### src/rtl/pipeline_ctrl_pkg.sv
// Shared definitions for the uDLX pipeline hazard controller: state encoding,
// default register-address width and the hardwired zero register.
package pipeline_ctrl_pkg;

  localparam int unsigned REG_ADDR_WIDTH_DEF = 5;
  localparam int unsigned ZERO_REG           = 0;
  localparam int unsigned STATE_WIDTH        = 2;

  typedef enum logic [STATE_WIDTH-1:0] {
    RUN      = 2'd0,
    MEM_WAIT = 2'd1,
    FLUSH    = 2'd2
  } ctrl_state_e;

endpackage : pipeline_ctrl_pkg

### src/rtl/sat_counter.sv
// Saturating event counter: counts inc pulses and sticks at all-ones.
module sat_counter #(
  parameter int unsigned CNT_WIDTH = 32
) (
  input  logic                 clk,
  input  logic                 rst_n,
  input  logic                 inc,
  output logic [CNT_WIDTH-1:0] count
);

  localparam logic [CNT_WIDTH-1:0] CNT_MAX = '1;

  always_ff @(posedge clk or negedge rst_n) begin
    if (!rst_n) begin
      count <= '0;
    end else if (inc && (count != CNT_MAX)) begin
      count <= count + CNT_WIDTH'(1);
    end
  end

endmodule : sat_counter

### src/rtl/pipeline_hazard_ctrl.sv
// Stall/flush scheduler for the 5-stage uDLX pipeline: load-use bubbles,
// multi-cycle front-end flush on redirect and full freeze on memory wait.
module pipeline_hazard_ctrl
  import pipeline_ctrl_pkg::*;
#(
  parameter int unsigned REG_ADDR_WIDTH = REG_ADDR_WIDTH_DEF,
  parameter int unsigned FLUSH_CYCLES   = 1,
  parameter int unsigned CNT_WIDTH      = 32
) (
  input  logic                      clk,
  input  logic                      rst_n,
  input  logic                      id_ex_mem_rd_en,
  input  logic                      id_ex_reg_a_wr_en,
  input  logic [REG_ADDR_WIDTH-1:0] id_ex_reg_a_wr_addr,
  input  logic [REG_ADDR_WIDTH-1:0] id_rd_addr1,
  input  logic [REG_ADDR_WIDTH-1:0] id_rd_addr2,
  input  logic                      id_rd_use1,
  input  logic                      id_rd_use2,
  input  logic                      ex_redirect,
  input  logic                      mem_req,
  input  logic                      mem_ack,
  output logic                      pc_en,
  output logic                      if_id_en,
  output logic                      if_id_flush,
  output logic                      id_ex_en,
  output logic                      id_ex_flush,
  output logic                      ex_mem_en,
  output logic                      mem_wb_en,
  output logic [CNT_WIDTH-1:0]      stall_count,
  output logic [CNT_WIDTH-1:0]      flush_count
);

  localparam int unsigned FCNT_WIDTH  = 3;
  localparam logic [FCNT_WIDTH-1:0] FLUSH_RELOAD = FCNT_WIDTH'(FLUSH_CYCLES - 1);
  localparam logic [FCNT_WIDTH-1:0] FCNT_LAST    = FCNT_WIDTH'(1);

  ctrl_state_e           state, state_n;
  logic [FCNT_WIDTH-1:0] flush_cnt, flush_cnt_n;
  logic                  load_use, mem_wait;
  logic                  stall_inc, flush_inc;

  assign mem_wait = mem_req & ~mem_ack;

  assign load_use = id_ex_mem_rd_en & id_ex_reg_a_wr_en &
                    (id_ex_reg_a_wr_addr != REG_ADDR_WIDTH'(ZERO_REG)) &
                    ((id_rd_use1 & (id_ex_reg_a_wr_addr == id_rd_addr1)) |
                     (id_rd_use2 & (id_ex_reg_a_wr_addr == id_rd_addr2)));

  always_ff @(posedge clk or negedge rst_n) begin
    if (!rst_n) begin
      state     <= RUN;
      flush_cnt <= '0;
    end else begin
      state     <= state_n;
      flush_cnt <= flush_cnt_n;
    end
  end

  // Mealy control: a freeze or bubble takes effect in the cycle it is seen.
  always_comb begin
    state_n     = state;
    flush_cnt_n = flush_cnt;
    pc_en       = 1'b0;
    if_id_en    = 1'b0;
    if_id_flush = 1'b0;
    id_ex_en    = 1'b0;
    id_ex_flush = 1'b0;
    ex_mem_en   = 1'b0;
    mem_wb_en   = 1'b0;
    stall_inc   = 1'b0;
    flush_inc   = 1'b0;

    if (!rst_n) begin
      state_n     = RUN;
      flush_cnt_n = '0;
    end else if (mem_wait) begin
      // Full freeze; a pending flush holds its position.
      stall_inc = 1'b1;
      if (state != FLUSH) state_n = MEM_WAIT;
    end else begin
      pc_en     = 1'b1;
      if_id_en  = 1'b1;
      id_ex_en  = 1'b1;
      ex_mem_en = 1'b1;
      mem_wb_en = 1'b1;
      if (ex_redirect) begin
        if_id_flush = 1'b1;
        id_ex_flush = 1'b1;
        flush_inc   = 1'b1;
        if (FLUSH_CYCLES > 1) begin
          state_n     = FLUSH;
          flush_cnt_n = FLUSH_RELOAD;
        end else begin
          state_n     = RUN;
          flush_cnt_n = '0;
        end
      end else if (state == FLUSH) begin
        if_id_flush = 1'b1;
        id_ex_flush = 1'b1;
        if (flush_cnt <= FCNT_LAST) begin
          state_n     = RUN;
          flush_cnt_n = '0;
        end else begin
          flush_cnt_n = flush_cnt - FCNT_WIDTH'(1);
        end
      end else begin
        state_n = RUN;
        if (load_use) begin
          pc_en       = 1'b0;
          if_id_en    = 1'b0;
          id_ex_flush = 1'b1;
          stall_inc   = 1'b1;
        end
      end
    end
  end

  sat_counter #(.CNT_WIDTH(CNT_WIDTH)) u_stall_cnt (
    .clk   (clk),
    .rst_n (rst_n),
    .inc   (stall_inc),
    .count (stall_count)
  );

  sat_counter #(.CNT_WIDTH(CNT_WIDTH)) u_flush_cnt (
    .clk   (clk),
    .rst_n (rst_n),
    .inc   (flush_inc),
    .count (flush_count)
  );

endmodule : pipeline_hazard_ctrl

### config.mk
export PLATFORM = sky130hd
export DESIGN_NAME = pipeline_hazard_ctrl
export DESIGN_NICKNAME = d
export VERILOG_FILES = /design/src/rtl/pipeline_ctrl_pkg.sv /design/src/rtl/sat_counter.sv /design/src/rtl/pipeline_hazard_ctrl.sv
export SDC_FILE = /design/constraint.sdc
export NUM_CORES = 1
export LEC_CHECK = 0
export CAP_MARGIN = 25
export CORE_MARGIN = 2
export CORE_UTILIZATION = 30
export CTS_CLUSTER_SIZE = 24
export DETAILED_ROUTE_END_ITERATION = 6
export GPL_TIMING_DRIVEN = 0
export PLACE_DENSITY = 0.51
export SYNTH_ARGS = -nofsm -noshare
export SYNTH_HDL_FRONTEND = slang
export SYNTH_HIERARCHICAL = 1
export SYNTH_SLANG_ARGS = --single-unit
### constraint.sdc
create_clock -name clk -period 2.6 [get_ports clk]
set_input_delay 0.39 -clock clk [delete_from_list [all_inputs] [get_ports clk]]
set_output_delay 0.39 -clock clk [all_outputs]
set_load 0.005 [all_outputs]
==> summary.txt <==
Status - finished with violations
Pwr Total - 2.83 mW
Post-layout min period - 2.51 ns
Top Family by Delay on Critical Path - buffers and inverters
Final period utilization - 96.4%
Worst hold path class - input port to async pin
CP Buf/Inv Count - 2
HPWL after DPL - 6850 um
Failing checks - hold timing
Actual slew at the worst max-slew pin - 0.646 ns
Detailed-route via count - 2932
Total of max-cap violations - 0
Synthesized net count - 357
Final count of negative-setup-slack endpoints - 0
Largest net degree at the start of global routing - 67
Antenna Nets Post-Route - 0
Total global-route track usage - 16.1%
Slack of the worst reg-to-reg path - 0.37 ns
CTS H-tree lvls - 3
Part of the Yosys area used for sequential elements - 46.3%
Max-Slew Margin vs Limit - 56.5%
Data required time at the worst endpoint - 2.21 ns
Number of clock sinks - 64
Mean routed wirelength per cell - 16.4 um
Nature of the critical path startpoint - input port
Final-report hold violation count - 1
Share of final-layout standard cells stronger than drive strength 1 - 12.6%
Layout area overhead - 42.9%
CTS Hold Buffers Added - 0
Inserted Clock Buffers - 9
CTS clk-pin slew, worst paths - 0.05 ns
Netlist area before placement - 3460 um2
Warnings, synthesis - 6
Chip Height - 111 um
Global-route wire length before repair - 15900 um
Max-slew violation count - 0
DRC violation count after routing - 0
Master of the slowest instance on the critical path - sky130_fd_sc_hd__clkdlybuf4s50_1
Remaining Overflow, GRT - 0
Vias per std cell - 5.00
Area share of the largest cell type after synthesis - 46.3%
Std-Cell Rows - 39
Critical Path Max Stage Delay - 0.41 ns
Gate count of the mapped netlist - 331
Wire length reported by the detailed router - 9590 um
TritonCTS clock tree - done
Critical Path Fanout Max - 3
Worst Path Class, Setup - input port to primary output
Arrival time at the worst endpoint - 2.12 ns
Number of buffer cells added on primary ports - 94
Peak supply drop - 0.261 mV
CTS Root Cell - sky130_fd_sc_hd__clkbuf_16
Clock Tree Buf Depth - 2
Clock insertion delay at the later pin of the skew report - 0.33 ns
Via count of the first global-routing pass - 3058
Power per cell area - 573 nW/um2
Synth unique cells - 40
Number of nets in the final layout - 465
Endpoint of the worst register-to-register path - u_stall_cnt/count[10]
Die area - 12400 um2
Leakage power figure - 1.97 nW
Origin of the critical flop-to-flop path - u_stall_cnt/count[4]
Post-Layout Inst Area - 4940 um2
Number of filler cells placed in the layout - 1153
DRC marker count from the first detailed-route iteration - 79
Routability congestion estimate from global placement - 0.816
Flip-flop and latch count after synthesis - 64
Core box area - 11300 um2
Cell taking the most area after synthesis - sky130_fd_sc_hd__dfrtp_1
Top cells by area, synth - sky130_fd_sc_hd__dfrtp_1 (46%), sky130_fd_sc_hd__xnor2_1 (13%), sky130_fd_sc_hd__nand4_1 (5.4%)
Cell area reported after detailed placement - 4580 um2
Cell Chain, Critical Path - clkdlybuf4s50_1 > xor2_1 > nor4_2 > a32oi_2 > o31a_1 > dlygate4sd2_1
Highest clock rate - 399 MHz
Boundary pin count - 95
Floorplan die width - 111 um
Per-instance average area after synthesis - 10.5 um2
Detailed-router iteration count before antenna repair - 5
Starting utilization of the core area - 30.6%
Type of element capturing the critical path - primary output
Hold Worst Slack - -0.00338 ns
Antenna diode instance count - 0
Count of cells along the worst register-to-register path - 6
Initial antenna violation count - 0
Clock skew - 0.00606 ns
==> synth_stat cells, drive strengths merged <==
cell,n
nor2b,2
and4,8
nand2,36
o211ai,5
or4,5
nor4,12
xor2,18
inv,5
and2,1
a32oi,1
o22ai,1
nor3,10
or3,1
nand3b,2
and3,4
xnor2,50
ha,2
a31oi,2
a21oi,4
mux2,4
dfrtp,64
nor2,18
o31a,1
nand2b,1
nand3,32
nand4,32
buf,5
clkbuf,2
o31ai,3
==> state kept, by name, indices dropped and copies added (netlist names) <==
name	flops
u_flush_cnt/count	32
u_stall_cnt/count	32
==> metrics by stage <==
step / utilization, % / hold WS, ns / TNS [ns] / cells / worst slack (ns)
after floorplan: - / 0.0944 / 0 / 331 / 0.176
after global placement: 40.5 / 0.488 / -255.42 / 568 / -3.03
after detailed placement: 40.4 / 0.490 / -27.12 / 568 / -0.947
after CTS: 43.3 / 0.0835 / 0 / 584 / 0.00363
after global routing: 43.7 / 0.0512 / -0.0289 / 586 / -0.0169
final: 43.7 / -0.00338 / 0 / 586 / 0.0924
==> per-layer routing <==
metal | GRT usage (%) | wire, um | up-vias
met5 | 0 | 0 | -
li1 | - | - | 1411
met3 | 3.86 | 494 | 13
met1 | 19.8 | 4240 | 1423
met2 | 27.6 | 4700 | 85
met4 | 6.01 | 155 | 0
==> worst max path at each step <==
stage | start | endpoint | depth (start not counted)
2_1_floorplan | id_ex_reg_a_wr_addr[3] | u_stall_cnt/count[29] | 10
3_3_place_gp | rst_n | u_stall_cnt/count[29] | 10
3_5_place_dp | id_ex_reg_a_wr_addr[3] | u_stall_cnt/count[29] | 11
4_1_cts | id_rd_addr1[1] | u_stall_cnt/count[25] | 10
5_1_grt | id_rd_addr1[2] | u_stall_cnt/count[29] | 11
6_report | id_rd_addr1[2] | if_id_en | 6
==> report_power, final <==
part	leakage, nW	switching [mW]	total [mW]	internal [mW]
combinational	0.950	0.176	0.433	0.257
sequential	0.877	0.122	1.19	1.07
clock	0.145	0.446	1.20	0.758
==> cell type report <==
type	instances	area, um2	area share (%)
multi-input cells	255	1840	37.2
clock inverters	4	45.0	0.911
well taps	143	179	3.62
plain buffers	7	57.6	1.16
flip-flops and latches	64	1600	32.4
repair buffers	97	958	19.4
clock buffers	11	243	4.91
inverters	5	18.8	0.380
==> worst register-to-register path: stages (launching register included) <==
cell	delay [ns]
sky130_fd_sc_hd__dfrtp_1	0.44
sky130_fd_sc_hd__nand3_2	0.19
sky130_fd_sc_hd__nor4_1	0.62
sky130_fd_sc_hd__nand4_1	0.39
sky130_fd_sc_hd__buf_6	0.27
sky130_fd_sc_hd__nand4_1	0.13
sky130_fd_sc_hd__xnor2_1	0.12
==> cell families after synthesis <==
group | after synthesis | share of synthesized area (%)
DFF | 64 | 46.3
and+or+nand+nor | 164 | 28.1
muxes | 4 | 1.30
xor gates and xnor gates | 68 | 17.2
buffers and inverters | 12 | 2.06
adders and majority gates | 2 | 0.723
AOI/OAI and AO/OA | 17 | 4.30
==> what timing repair did <==
item / 4_1_cts / 5_1_grt
buffers inserted: 1 / 2
endpoints found under the setup margin: 37 / 32
resized for setup: 14 / 13
pin swaps: 4 / 3
==> cell usage in the layout (no fill, tap or decap), types with 3 or more instances in the layout <==
master                            netlist  routed
sky130_fd_sc_hd__o211ai_1               4       4
sky130_fd_sc_hd__dfrtp_1               64      64
sky130_fd_sc_hd__clkinv_2               0       3
sky130_fd_sc_hd__nor2_1                18      18
sky130_fd_sc_hd__a21oi_1                4       4
sky130_fd_sc_hd__and3_1                 4       4
sky130_fd_sc_hd__dlygate4sd2_1          0       6
sky130_fd_sc_hd__clkdlybuf4s50_1        0      85
sky130_fd_sc_hd__nand3_1               30      29
sky130_fd_sc_hd__nor3_1                 6       6
sky130_fd_sc_hd__nor3_2                 4       3
sky130_fd_sc_hd__nand4_1               30      30
sky130_fd_sc_hd__buf_4                  3       6
sky130_fd_sc_hd__inv_1                  5       4
sky130_fd_sc_hd__or4_4                  4       4
sky130_fd_sc_hd__xnor2_1               50      50
sky130_fd_sc_hd__clkbuf_16              0       9
sky130_fd_sc_hd__nand2_1               34      34
sky130_fd_sc_hd__nor4_2                 2       4
sky130_fd_sc_hd__and4_1                 8       8
sky130_fd_sc_hd__nor4_1                 8       6
sky130_fd_sc_hd__xor2_1                18      17
sky130_fd_sc_hd__nand3_2                2       3
No activity file was read; power rests on OpenSTA's default activity.
